==> src/rtl/alu_exec_unit_if.sv <==
// Operand/opcode request channel and result/flag response channel of alu_exec_unit.
// The master is the upstream bank plus writeback consumer; the slave is the execute unit.
interface alu_exec_unit_if #(
    parameter int unsigned DATA_W = 4,
    parameter int unsigned OP_W   = 3
);
    logic                  in_valid;
    logic                  in_ready;
    logic [2*DATA_W-1:0]   operands;
    logic [OP_W-1:0]       opcode;
    logic                  res_valid;
    logic                  res_ready;
    logic [2*DATA_W-1:0]   result;
    logic                  flag_zero;
    logic                  flag_carry;
    logic                  flag_err;

    modport master (
        output in_valid, operands, opcode, res_ready,
        input  in_ready, res_valid, result, flag_zero, flag_carry, flag_err
    );

    modport slave (
        input  in_valid, operands, opcode, res_ready,
        output in_ready, res_valid, result, flag_zero, flag_carry, flag_err
    );
endinterface

==> src/rtl/alu_exec_unit.sv <==
// Execute stage: single-cycle logic/arith ops, iterative shift-add multiply and optional
// restoring divide (enabled by defining ALU_DIV_EN), result held behind valid/ready.
module alu_exec_unit #(
    parameter int unsigned DATA_W = 4,  // must be >= 2
    parameter int unsigned OP_W   = 3
) (
    input logic            clk,
    input logic            rst,
    alu_exec_unit_if.slave bus
);
    localparam int unsigned RES_W = 2 * DATA_W;
    localparam int unsigned CNT_W = (DATA_W > 1) ? $clog2(DATA_W) : 1;

    localparam logic [OP_W-1:0] OpAdd  = OP_W'(0);
    localparam logic [OP_W-1:0] OpSub  = OP_W'(1);
    localparam logic [OP_W-1:0] OpAnd  = OP_W'(2);
    localparam logic [OP_W-1:0] OpOr   = OP_W'(3);
    localparam logic [OP_W-1:0] OpXor  = OP_W'(4);
    localparam logic [OP_W-1:0] OpSwap = OP_W'(5);
    localparam logic [OP_W-1:0] OpMul  = OP_W'(6);
    localparam logic [OP_W-1:0] OpDiv  = OP_W'(7);

    typedef enum logic [1:0] {StIdle, StCalc, StDone} state_e;

    state_e state_q, state_d;

    logic [DATA_W-1:0] a_q, b_q;
    logic [RES_W-1:0]  acc_q;
    logic [CNT_W-1:0]  cnt_q;
    logic [RES_W-1:0]  result_q;
    logic              zero_q, carry_q, err_q;

    logic              accept;
    logic              multi_in;
    logic              last_iter;
    logic [DATA_W-1:0] a_in, b_in;

    assign a_in      = bus.operands[RES_W-1:DATA_W];
    assign b_in      = bus.operands[DATA_W-1:0];
    assign accept    = bus.in_valid && bus.in_ready;
    assign last_iter = (cnt_q == CNT_W'(DATA_W - 1));

`ifdef ALU_DIV_EN
    logic div_q;
    assign multi_in = (bus.opcode == OpMul) || (bus.opcode == OpDiv);
`else
    assign multi_in = (bus.opcode == OpMul);
`endif

    // ---------------------------------------------------------------------------------
    // FSM: state register / next state / outputs
    // ---------------------------------------------------------------------------------
    always_ff @(posedge clk) begin
        if (rst) begin
            state_q <= StIdle;
        end else begin
            state_q <= state_d;
        end
    end

    always_comb begin
        state_d = state_q;
        case (state_q)
            StIdle:  if (accept) state_d = multi_in ? StCalc : StDone;
            StCalc:  if (last_iter) state_d = StDone;
            StDone:  if (bus.res_ready) state_d = StIdle;
            default: state_d = StIdle;
        endcase
    end

    always_comb begin
        bus.in_ready  = 1'b0;
        bus.res_valid = 1'b0;
        case (state_q)
            StIdle:  bus.in_ready  = !rst;
            StDone:  bus.res_valid = 1'b1;
            default: ;
        endcase
    end

    assign bus.result     = result_q;
    assign bus.flag_zero  = zero_q;
    assign bus.flag_carry = carry_q;
    assign bus.flag_err   = err_q;

    // ---------------------------------------------------------------------------------
    // Single-cycle operations, evaluated straight from the bus at accept
    // ---------------------------------------------------------------------------------
    logic [DATA_W:0]   sum;
    logic [DATA_W-1:0] diff;
    logic [RES_W-1:0]  sc_res;
    logic              sc_carry, sc_err;

    always_comb begin
        sum      = {1'b0, a_in} + {1'b0, b_in};
        diff     = a_in - b_in;
        sc_res   = '0;
        sc_carry = 1'b0;
        sc_err   = 1'b0;
        case (bus.opcode)
            OpAdd: begin
                sc_res   = RES_W'(sum);
                sc_carry = sum[DATA_W];
            end
            OpSub: begin
                sc_res   = RES_W'(diff);
                sc_carry = (a_in < b_in);
            end
            OpAnd:  sc_res = RES_W'(a_in & b_in);
            OpOr:   sc_res = RES_W'(a_in | b_in);
            OpXor:  sc_res = RES_W'(a_in ^ b_in);
            OpSwap: sc_res = {b_in, a_in};
            OpMul:  ;
            // Without the divider, DIV lands here as an illegal opcode.
            default: sc_err = 1'b1;
        endcase
    end

    // ---------------------------------------------------------------------------------
    // Iterative step: one multiplier bit or one quotient bit per CALC cycle
    // ---------------------------------------------------------------------------------
    logic [RES_W-1:0] mul_acc;
    logic [RES_W-1:0] acc_d;
    logic [RES_W-1:0] calc_res;
    logic             calc_err;

    assign mul_acc = acc_q + (b_q[cnt_q] ? (RES_W'(a_q) << cnt_q) : '0);

`ifdef ALU_DIV_EN
    // acc_q holds {quotient, remainder} while dividing; quotient bits shift in at the LSB.
    logic [CNT_W-1:0]  div_idx;
    logic [DATA_W:0]   rem_sh;
    logic              div_ge;
    logic [DATA_W-1:0] rem_nx;
    logic [DATA_W-1:0] quot_nx;

    always_comb begin
        div_idx = CNT_W'(DATA_W - 1) - cnt_q;
        rem_sh  = {acc_q[DATA_W-1:0], a_q[div_idx]};
        div_ge  = (rem_sh >= {1'b0, b_q});
        rem_nx  = div_ge ? DATA_W'(rem_sh - {1'b0, b_q}) : rem_sh[DATA_W-1:0];
        quot_nx = {acc_q[RES_W-2:DATA_W], div_ge};
        if (div_q) begin
            acc_d    = {quot_nx, rem_nx};
            calc_res = {rem_nx, quot_nx};
            calc_err = (b_q == '0);
        end else begin
            acc_d    = mul_acc;
            calc_res = mul_acc;
            calc_err = 1'b0;
        end
    end
`else
    always_comb begin
        acc_d    = mul_acc;
        calc_res = mul_acc;
        calc_err = 1'b0;
    end
`endif

    // ---------------------------------------------------------------------------------
    // Datapath registers
    // ---------------------------------------------------------------------------------
    always_ff @(posedge clk) begin
        if (rst) begin
            a_q      <= '0;
            b_q      <= '0;
            acc_q    <= '0;
            cnt_q    <= '0;
            result_q <= '0;
            zero_q   <= 1'b0;
            carry_q  <= 1'b0;
            err_q    <= 1'b0;
`ifdef ALU_DIV_EN
            div_q    <= 1'b0;
`endif
        end else begin
            case (state_q)
                StIdle: begin
                    if (accept) begin
                        a_q   <= a_in;
                        b_q   <= b_in;
                        acc_q <= '0;
                        cnt_q <= '0;
`ifdef ALU_DIV_EN
                        div_q <= (bus.opcode == OpDiv);
`endif
                        if (!multi_in) begin
                            result_q <= sc_res;
                            zero_q   <= (sc_res == '0);
                            carry_q  <= sc_carry;
                            err_q    <= sc_err;
                        end
                    end
                end
                StCalc: begin
                    acc_q <= acc_d;
                    cnt_q <= last_iter ? '0 : cnt_q + CNT_W'(1);
                    if (last_iter) begin
                        result_q <= calc_res;
                        zero_q   <= (calc_res == '0);
                        carry_q  <= 1'b0;
                        err_q    <= calc_err;
                    end
                end
                default: ;
            endcase
        end
    end

    // ---------------------------------------------------------------------------------
    // Handshake properties
    // ---------------------------------------------------------------------------------
    a_result_stable: assert property (@(posedge clk) disable iff (rst)
        (bus.res_valid && !bus.res_ready) |=> (bus.res_valid && $stable(bus.result)
                                               && $stable({zero_q, carry_q, err_q})));

    a_ready_valid_excl: assert property (@(posedge clk) disable iff (rst)
        !(bus.in_ready && bus.res_valid));

    a_cnt_idle_zero: assert property (@(posedge clk) disable iff (rst)
        (state_q != StCalc) |-> (cnt_q == '0));

endmodule

==> src/flat_wrapper.sv <==
// flat-port wrapper written by rule: the top's interface ports become plain ports
module alu_exec_unit_flat 
#(
    parameter int unsigned DATA_W = 4,                 
    parameter int unsigned OP_W   = 3
)
  (clk, rst, bus_in_valid, bus_operands, bus_opcode, bus_res_ready, bus_in_ready, bus_res_valid, bus_result, bus_flag_zero, bus_flag_carry, bus_flag_err);
  alu_exec_unit_if #(.DATA_W(DATA_W), .OP_W(OP_W)) bus_i ();
  input logic clk;
  input logic rst;
  input wire logic [$bits(bus_i.in_valid)-1:0] bus_in_valid;
  input wire logic [$bits(bus_i.operands)-1:0] bus_operands;
  input wire logic [$bits(bus_i.opcode)-1:0] bus_opcode;
  input wire logic [$bits(bus_i.res_ready)-1:0] bus_res_ready;
  output wire logic [$bits(bus_i.in_ready)-1:0] bus_in_ready;
  output wire logic [$bits(bus_i.res_valid)-1:0] bus_res_valid;
  output wire logic [$bits(bus_i.result)-1:0] bus_result;
  output wire logic [$bits(bus_i.flag_zero)-1:0] bus_flag_zero;
  output wire logic [$bits(bus_i.flag_carry)-1:0] bus_flag_carry;
  output wire logic [$bits(bus_i.flag_err)-1:0] bus_flag_err;
  assign bus_i.in_valid = bus_in_valid;
  assign bus_i.operands = bus_operands;
  assign bus_i.opcode = bus_opcode;
  assign bus_i.res_ready = bus_res_ready;
  assign bus_in_ready = bus_i.in_ready;
  assign bus_res_valid = bus_i.res_valid;
  assign bus_result = bus_i.result;
  assign bus_flag_zero = bus_i.flag_zero;
  assign bus_flag_carry = bus_i.flag_carry;
  assign bus_flag_err = bus_i.flag_err;
  alu_exec_unit #(.DATA_W(DATA_W), .OP_W(OP_W)) u_core (.clk(clk), .rst(rst), .bus(bus_i));
endmodule
==> config.mk <==
export PLATFORM = sky130hd
export DESIGN_NAME = alu_exec_unit_flat
export DESIGN_NICKNAME = d
export VERILOG_FILES = /design/src/rtl/alu_exec_unit_if.sv /design/src/rtl/alu_exec_unit.sv /design/src/flat_wrapper.sv
export SDC_FILE = /design/constraint.sdc
export NUM_CORES = 1
export LEC_CHECK = 0
export CAP_MARGIN = 20
export CORE_MARGIN = 5
export CORE_UTILIZATION = 45
export CTS_CLUSTER_DIAMETER = 80
export DETAILED_ROUTE_END_ITERATION = 8
export GPL_ROUTABILITY_DRIVEN = 0
export PLACE_DENSITY = 0.7
export SETUP_SLACK_MARGIN = 0.2
export SYNTH_ARGS = -nofsm -noshare
export SYNTH_HDL_FRONTEND = slang
export SYNTH_SLANG_ARGS = --single-unit
export TNS_END_PERCENT = 5
==> constraint.sdc <==
create_clock -name clk -period 4.3 [get_ports clk]
set_input_delay 0.645 -clock clk [delete_from_list [all_inputs] [get_ports clk]]
set_output_delay 0.645 -clock clk [all_outputs]
set_load 0.1 [all_outputs]
==> impl_metrics.csv, run 1 <==
group,metric,value,unit
cts,tritoncts,"done",
global_route,grt_start_max_net_pins,36,
global_route,grt_pass1_vias,2011,
sta,timing.slew.headroom,34.9,%
cts,cts.sinks,31,
logic_synthesis,syn_avg_cell_area,8.10,µm²
logic_synthesis,synth-seq-cells,31,
critical_path,crit_path_start_kind,"flip-flop",
layout,seqCellArea,621,µm²
layout,layout_common_cells,"dfxtp_1 (31), a21oi_1 (29), nor2_1 (29)",
layout,final_cell_area,2670,µm²
critical_path,crit_type,"flip-flop to flip-flop",
sta,fmax,338,MHz
cts,cts.path.max_buffers,2,
layout,layout_commonest_cell,"dfxtp_1",
layout,fill_cells,463,
global_route,grt_usage,18.9,%
job,maxCapViolations,0,
logic_synthesis,syn_inst,280,
layout,diodes,0,
detailed_routing,wl_per_cell,15.4,µm
layout,multi_input_area,1510,µm²
sta,finalCriticalPeriod,2.96,ns
cts,clk_latency,0.28,ns
floorplan,fp.dieH,81,µm
cts,cts.repair.resized,0,
sta,timing.final.crit_share,68.7,%
global_route,grt_antenna_before_repair,0,
floorplan,die_w,81,µm
critical_path,critPathCaptureType,"flip-flop",
critical_path,cp_max_fo,14,
critical_path,crit_slowest_cell,"dfxtp_1",
floorplan,placementRows,25,
min_path,min_path_type,"flip-flop to flip-flop",
cts,post_cts_buffers,0,
sta,rsz0062_at_grt,"false",
floorplan,ios,28,
sta,slew_violations,0,
detailed_routing,drt-initial-drc-count,213,
sta,hold_violations,0,
layout,area_delta_synth_final,17.7,%
detailed_routing,drt_first_pass_iters,4,
logic_synthesis,ys_seq_area_share,27.4,%
logic_synthesis,ys_warn_count,0,
pwr,ir_drop,0.241,mV
cts,hold_buffers,0,
pwr,leakagePower,1.02,nW
sta,setup_tns,0,ns
detailed_routing,via_per_inst,5.75,
cts,cts.htree.levels,2,
cts,cts-root-buf,"clkbuf_8",
sta,tightest_slew,0.974,ns
place,dp_hpwl,4300,µm
place,numPortBuffers,27,
critical_path,crit_chain,"mux4_2, and2_1, ha_1, nand3_1, o22ai_1, nor2_1, xnor2_1, nor2_1, a31o_2",
layout,nNetsFinal,337,
sta,hold_ws,0.469,ns
floorplan,core_area,4820,µm²
logic_synthesis,synth_edf_count,0,
detailed_routing,vias,2109,
cts,cts_buffers,5,
global_route,overflow,0,
logic_synthesis,synth_async_sr_flop_share,0,%
detailed_routing,post-route-drc-count,0,
pwr,p_per_area,299,nW/µm²
logic_synthesis,ys.flop_type,"dfxtp_1",
layout,layout-drive-gt1-share,6.33,%
floorplan,initial_core_util,47.1,%
place,place_area,2550,µm²
sta,worst_slack,1.34,ns
critical_path,worst_ep_arrival_time,3.13,ns
critical_path,cp.required,4.48,ns
place,dp_slack,1.18,ns
outcome,status,"complete, no violations",
detailed_routing,drt_wl_total,5650,µm
floorplan,die-area,6560,µm²
pwr,p_total,0.797,mW
global_route,grt_pass1_wl,9620,µm
sta,worst_clock_skew,0.00546,ns
cts,path_clk_slew,0.07,ns
critical_path,cp_slowest_stage_delay,0.62,ns
critical_path,regToRegSetupSlack,1.34,ns
logic_synthesis,syn-num-nets,318,
detailed_routing,drtAntennaViolNets,0,
logic_synthesis,syn_area,2270,µm²
sta,finalSetupViolations,0,
logic_synthesis,yosys.cell_types.count,50,
critical_path,cp_common_cell,"nor2_1",
-- cells by family after synthesis --
| group | count (synthesis) | synth area share (%) |
|---|---|---|
| and+or+nand+nor | 103 | 24.0 |
| AOI/OAI and AO/OA | 80 | 22.4 |
| DFF | 31 | 27.4 |
| xor gates and xnor gates | 6 | 2.32 |
| muxes | 7 | 4.19 |
| buffers and inverters | 30 | 5.96 |
| adders and majority gates | 23 | 13.7 |
-- cell type report --
cell class / count / area share, %
sequential: 31 / 23.2
tap: 67 / 3.14
clock inverter: 2 / 1.31
multi-input combinational: 219 / 56.7
clock buffer: 6 / 3.09
timing repair buffer: 30 / 10.9
inverter: 12 / 1.69
-- flip-flops by register name (all words and copies together), names as in the netlist --
| signal | cells |
|---|---|
| u_core.bus.flag_carry | 1 |
| u_core.bus.flag_err | 1 |
| u_core.bus.flag_zero | 1 |
| u_core.bus.result | 8 |
| u_core.state_q | 2 |
| u_core.a_q | 4 |
| u_core.cnt_q | 2 |
| u_core.acc_q | 8 |
| u_core.b_q | 4 |
-- critical path, delay by kind of cell, from the launching register on --
kind | cells | cell delay [ns]
simple gates | 4 | 0.44
compound gates | 2 | 0.50
flops | 1 | 0.62
fa+ha+maj | 1 | 0.35
mux | 1 | 0.59
xor+xnor | 1 | 0.35
-- worst paths after layout --
kind	to	cells past startpoint	startpoint
setup reg to reg	u_core.bus.flag_zero	9	u_core.cnt_q[0]
hold reg to reg	u_core.bus.flag_carry	2	u_core.bus.flag_carry
setup / recovery	u_core.bus.flag_zero	9	u_core.cnt_q[0]
hold / removal	u_core.bus.flag_carry	2	u_core.bus.flag_carry
-- Yosys cell counts, types with 2 or more instances --
cell,n,area (µm²)
inv_1,12,45.0
a31oi_1,2,12.5
nor3_1,7,35.0
o21bai_1,2,15.0
and2_1,4,25.0
o21ai_0,16,80.1
buf_6,2,22.5
ha_1,20,250
fa_1,3,60.1
a211oi_1,4,30.0
dfxtp_1,31,621
a21oi_1,29,145
o31ai_1,2,15.0
buf_2,6,30.0
nand2_1,24,90.1
a311oi_1,3,26.3
a221oi_1,3,26.3
a2111oi_0,2,17.5
nand2b_1,3,18.8
nand3_1,7,35.0
xnor2_1,5,43.8
clkbuf_1,10,37.5
nor2_1,29,109
a211o_1,2,17.5
mux2i_1,5,50.1
mux4_2,2,45.0
nand3b_1,14,105
o211ai_1,5,37.5
nor2b_1,4,25.0
a21o_1,2,15.0
-- power by group --
| group | internal, mW | total, mW | switching [mW] |
|---|---|---|---|
| Clock | 0.187 | 0.296 | 0.109 |
| Combinational | 0.0654 | 0.189 | 0.124 |
| Sequential | 0.300 | 0.312 | 0.0120 |
| Total | 0.553 | 0.797 | 0.245 |
-- routing by layer --
metal,vias up,track usage [%],wire (µm),part of all wire [%]
li1,1048,-,-,-
met1,992,25.5,2630,47
met2,59,30.5,2670,47
met3,10,3.33,240,4.3
met4,0,6.42,110,1.9
met5,-,0,0,0
-- per-stage QoR --
stage	util, %	std cells
floorplan	-	280
global placement	53.0	359
detailed placement	53.0	359
CTS	55.4	367
global route	55.4	367
finish	55.4	367
Note: power is estimated with default switching activity, not from simulation.
==> inputs of run 2 (changes only) <==
==> constraint.sdc (replaced) <==
create_clock -name clk -period 2.78 [get_ports clk]
set_input_delay 0.417 -clock clk [delete_from_list [all_inputs] [get_ports clk]]
set_output_delay 0.417 -clock clk [all_outputs]
set_load 0.1 [all_outputs]
==> run 2 against run 1 <==
  * Clock power rose by 56%
  * Largest cell class unchanged
  * Critical path depth did not move
  * Highest routed layer unchanged
  * Sequential share of layout area decreased by 1.4 points
  * Critical path type is now primary input to flip-flop
  * Global-route usage about the same
  * Design area increased by 6.9%
  * Wire length grew 6.4%
  * Final cell count rose by 3.5%
  * Worst hold slack lost 0.0059 ns
  * First-iteration DRC count down 26%
==> impl_metrics.csv, run 2 (synthesized netlist as in run 1, its figures left out) <==
group,metric,value,unit
outcome,status,"complete, no violations",
cts,tritoncts,"done",
job,maxCapViolations,0,
global_route,grt_pass1_vias,1992,
pwr,p_per_area,445,nW/µm²
sta,timing.slew.headroom,57.7,%
sta,worst_clock_skew,0.00675,ns
global_route,overflow,0,
layout,layout.cells.non_filler,380,
floorplan,fp.dieH,81,µm
critical_path,critPathCaptureType,"flip-flop",
critical_path,cp_slowest_stage_delay,0.50,ns
sta,slew_violations,0,
critical_path,cp_max_fo,3,
critical_path,path_buf_inv,2,
critical_path,timing.rr.end,"u_core.bus.flag_zero",
global_route,grt_pass1_wl,9670,µm
critical_path,cp.required,2.96,ns
detailed_routing,route.met3.wl,269,µm
place,numPortBuffers,27,
detailed_routing,drt_first_pass_iters,4,
detailed_routing,post-route-drc-count,0,
critical_path,crit-reg2reg-launch,"u_core.cnt_q[0]",
critical_path,crit_family,"compound AO/OA/AOI/OAI gates",
detailed_routing,vias,2161,
critical_path,crit_chain,"clkdlybuf4s50_1, inv_1, ha_1, or3b_1, a2111oi_0, a31oi_1, o211ai_1, o31ai_2, a31o_2",
cts,cts_buffers,5,
critical_path,rr_worst_depth,9,
critical_path,cp.depth,9,
detailed_routing,drt-initial-drc-count,157,
detailed_routing,met1Wirelength,2750,µm
global_route,grt_start_max_net_pins,28,
layout,layout_common_cells,"a21oi_1 (29), dfxtp_1 (29), nor2_1 (28)",
detailed_routing,wl_met2,2870,µm
sta,fmax,403,MHz
cts,cts.htree.levels,2,
cts,clk_latency,0.28,ns
floorplan,die_w,81,µm
sta,tightest_slew,0.633,ns
min_path,min_path_type,"flip-flop to flip-flop",
layout,layout-drive-gt1-share,18.8,%
layout,diodes,0,
global_route,grt_antenna_before_repair,0,
global_route,grt_usage,18.9,%
sta,rsz0062_at_grt,"false",
detailed_routing,drt_wl_total,6010,µm
layout,final_cell_area,2850,µm²
detailed_routing,via_per_inst,5.69,
sta,worst_slack,0.299,ns
sta,timing.final.crit_share,89.3,%
floorplan,initial_core_util,47.1,%
sta,hold_violations,0,
cts,post_cts_buffers,0,
place,dp_cells,372,
place,dp_slack,0.0414,ns
place,dp_hpwl,4550,µm
min_path,min_from,"u_core.acc_q[6]",
critical_path,crit_slowest_cell,"clkdlybuf4s50_1",
cts,path_clk_slew,0.07,ns
layout,area_delta_synth_final,25.8,%
detailed_routing,drtAntennaViolNets,0,
layout,nNetsFinal,350,
layout,fin_util,59.2,%
cts,cts.path.max_buffers,2,
pwr,ir_drop,0.304,mV
critical_path,worst_ep_arrival_time,2.66,ns
min_path,hold_depth,2,
floorplan,placementRows,25,
detailed_routing,dr.max_layer_used,"met4",
place,place_area,2650,µm²
sta,setup_tns,0,ns
critical_path,crit_path_start_kind,"primary input",
floorplan,core_area,4820,µm²
floorplan,ios,28,
sta,finalCriticalPeriod,2.48,ns
critical_path,regToRegSetupSlack,0.31,ns
sta,finalSetupViolations,0,
pwr,leakagePower,1.14,nW
cts,cts.sinks,31,
min_path,min_to,"u_core.acc_q[6]",
critical_path,crit_type,"primary input to flip-flop",
cts,cts-root-buf,"clkbuf_8",
floorplan,die-area,6560,µm²
detailed_routing,wl_per_cell,15.8,µm
## run 2: how the worst max path moves through the flow
stage / slack (ns) / startpoint / end
CTS: 0.22 / u_core.cnt_q[1] / u_core.bus.result[5]
global route: 0.14 / bus_operands[4] / u_core.bus.flag_zero
global placement: 0.10 / bus_operands[4] / u_core.bus.flag_zero
finish: 0.30 / bus_operands[7] / u_core.bus.flag_zero
floorplan: 0.23 / rst / u_core.acc_q[3]
detailed placement: 0.04 / bus_operands[4] / u_core.bus.flag_zero
## run 2: report_power, final
group,switching (mW),internal (mW),total (mW),leakage [nW]
clock,0.173,0.290,0.463,0.0612
sequential,0.0182,0.464,0.482,0.254
combinational,0.205,0.118,0.324,0.825
total,0.397,0.872,1.27,1.14
## run 2: cell type report
type / instances / area (µm²)
inverters: 12 / 45.0
flip-flops and latches: 31 / 623
multi-input cells: 219 / 1600
fillers: 468 / 1960
clock buffers: 6 / 82.6
repair buffers: 43 / 387
well taps: 67 / 83.8
clock inverters: 2 / 35.0
## run 2: worst reg2reg max path: stages, from the launching register on
cell and delay [ns]:
dfxtp_2 0.37, mux4_2 0.52, and2_1 0.19, ha_4 0.29
a21oi_1 0.10, o31ai_2 0.26, a21oi_1 0.11, xnor2_1 0.22
nor2_1 0.09, a31o_2 0.21
## run 2: timing repair
action                                  CTS  global route
pin swaps                                 0             4
endpoints found under the setup margin    2             7
resized for setup                         1            15
hold buffers                              0             0
## run 2: layer usage
| metal | vias to the layer above | GRT usage (%) |
|---|---|---|
| li1 | 1072 | - |
| met1 | 1016 | 25.9 |
| met2 | 63 | 30.0 |
| met3 | 10 | 2.88 |
| met4 | 0 | 7.09 |
| met5 | - | 0 |
## run 2: metrics by stage
step | power (mW) | hold WS [ns]
2_1_floorplan | 0.706 | 0.441
3_3_place_gp | 0.801 | 0.450
3_5_place_dp | 0.804 | 0.443
4_1_cts | 1.26 | 0.463
5_1_grt | 1.32 | 0.490
6_report | 1.27 | 0.463
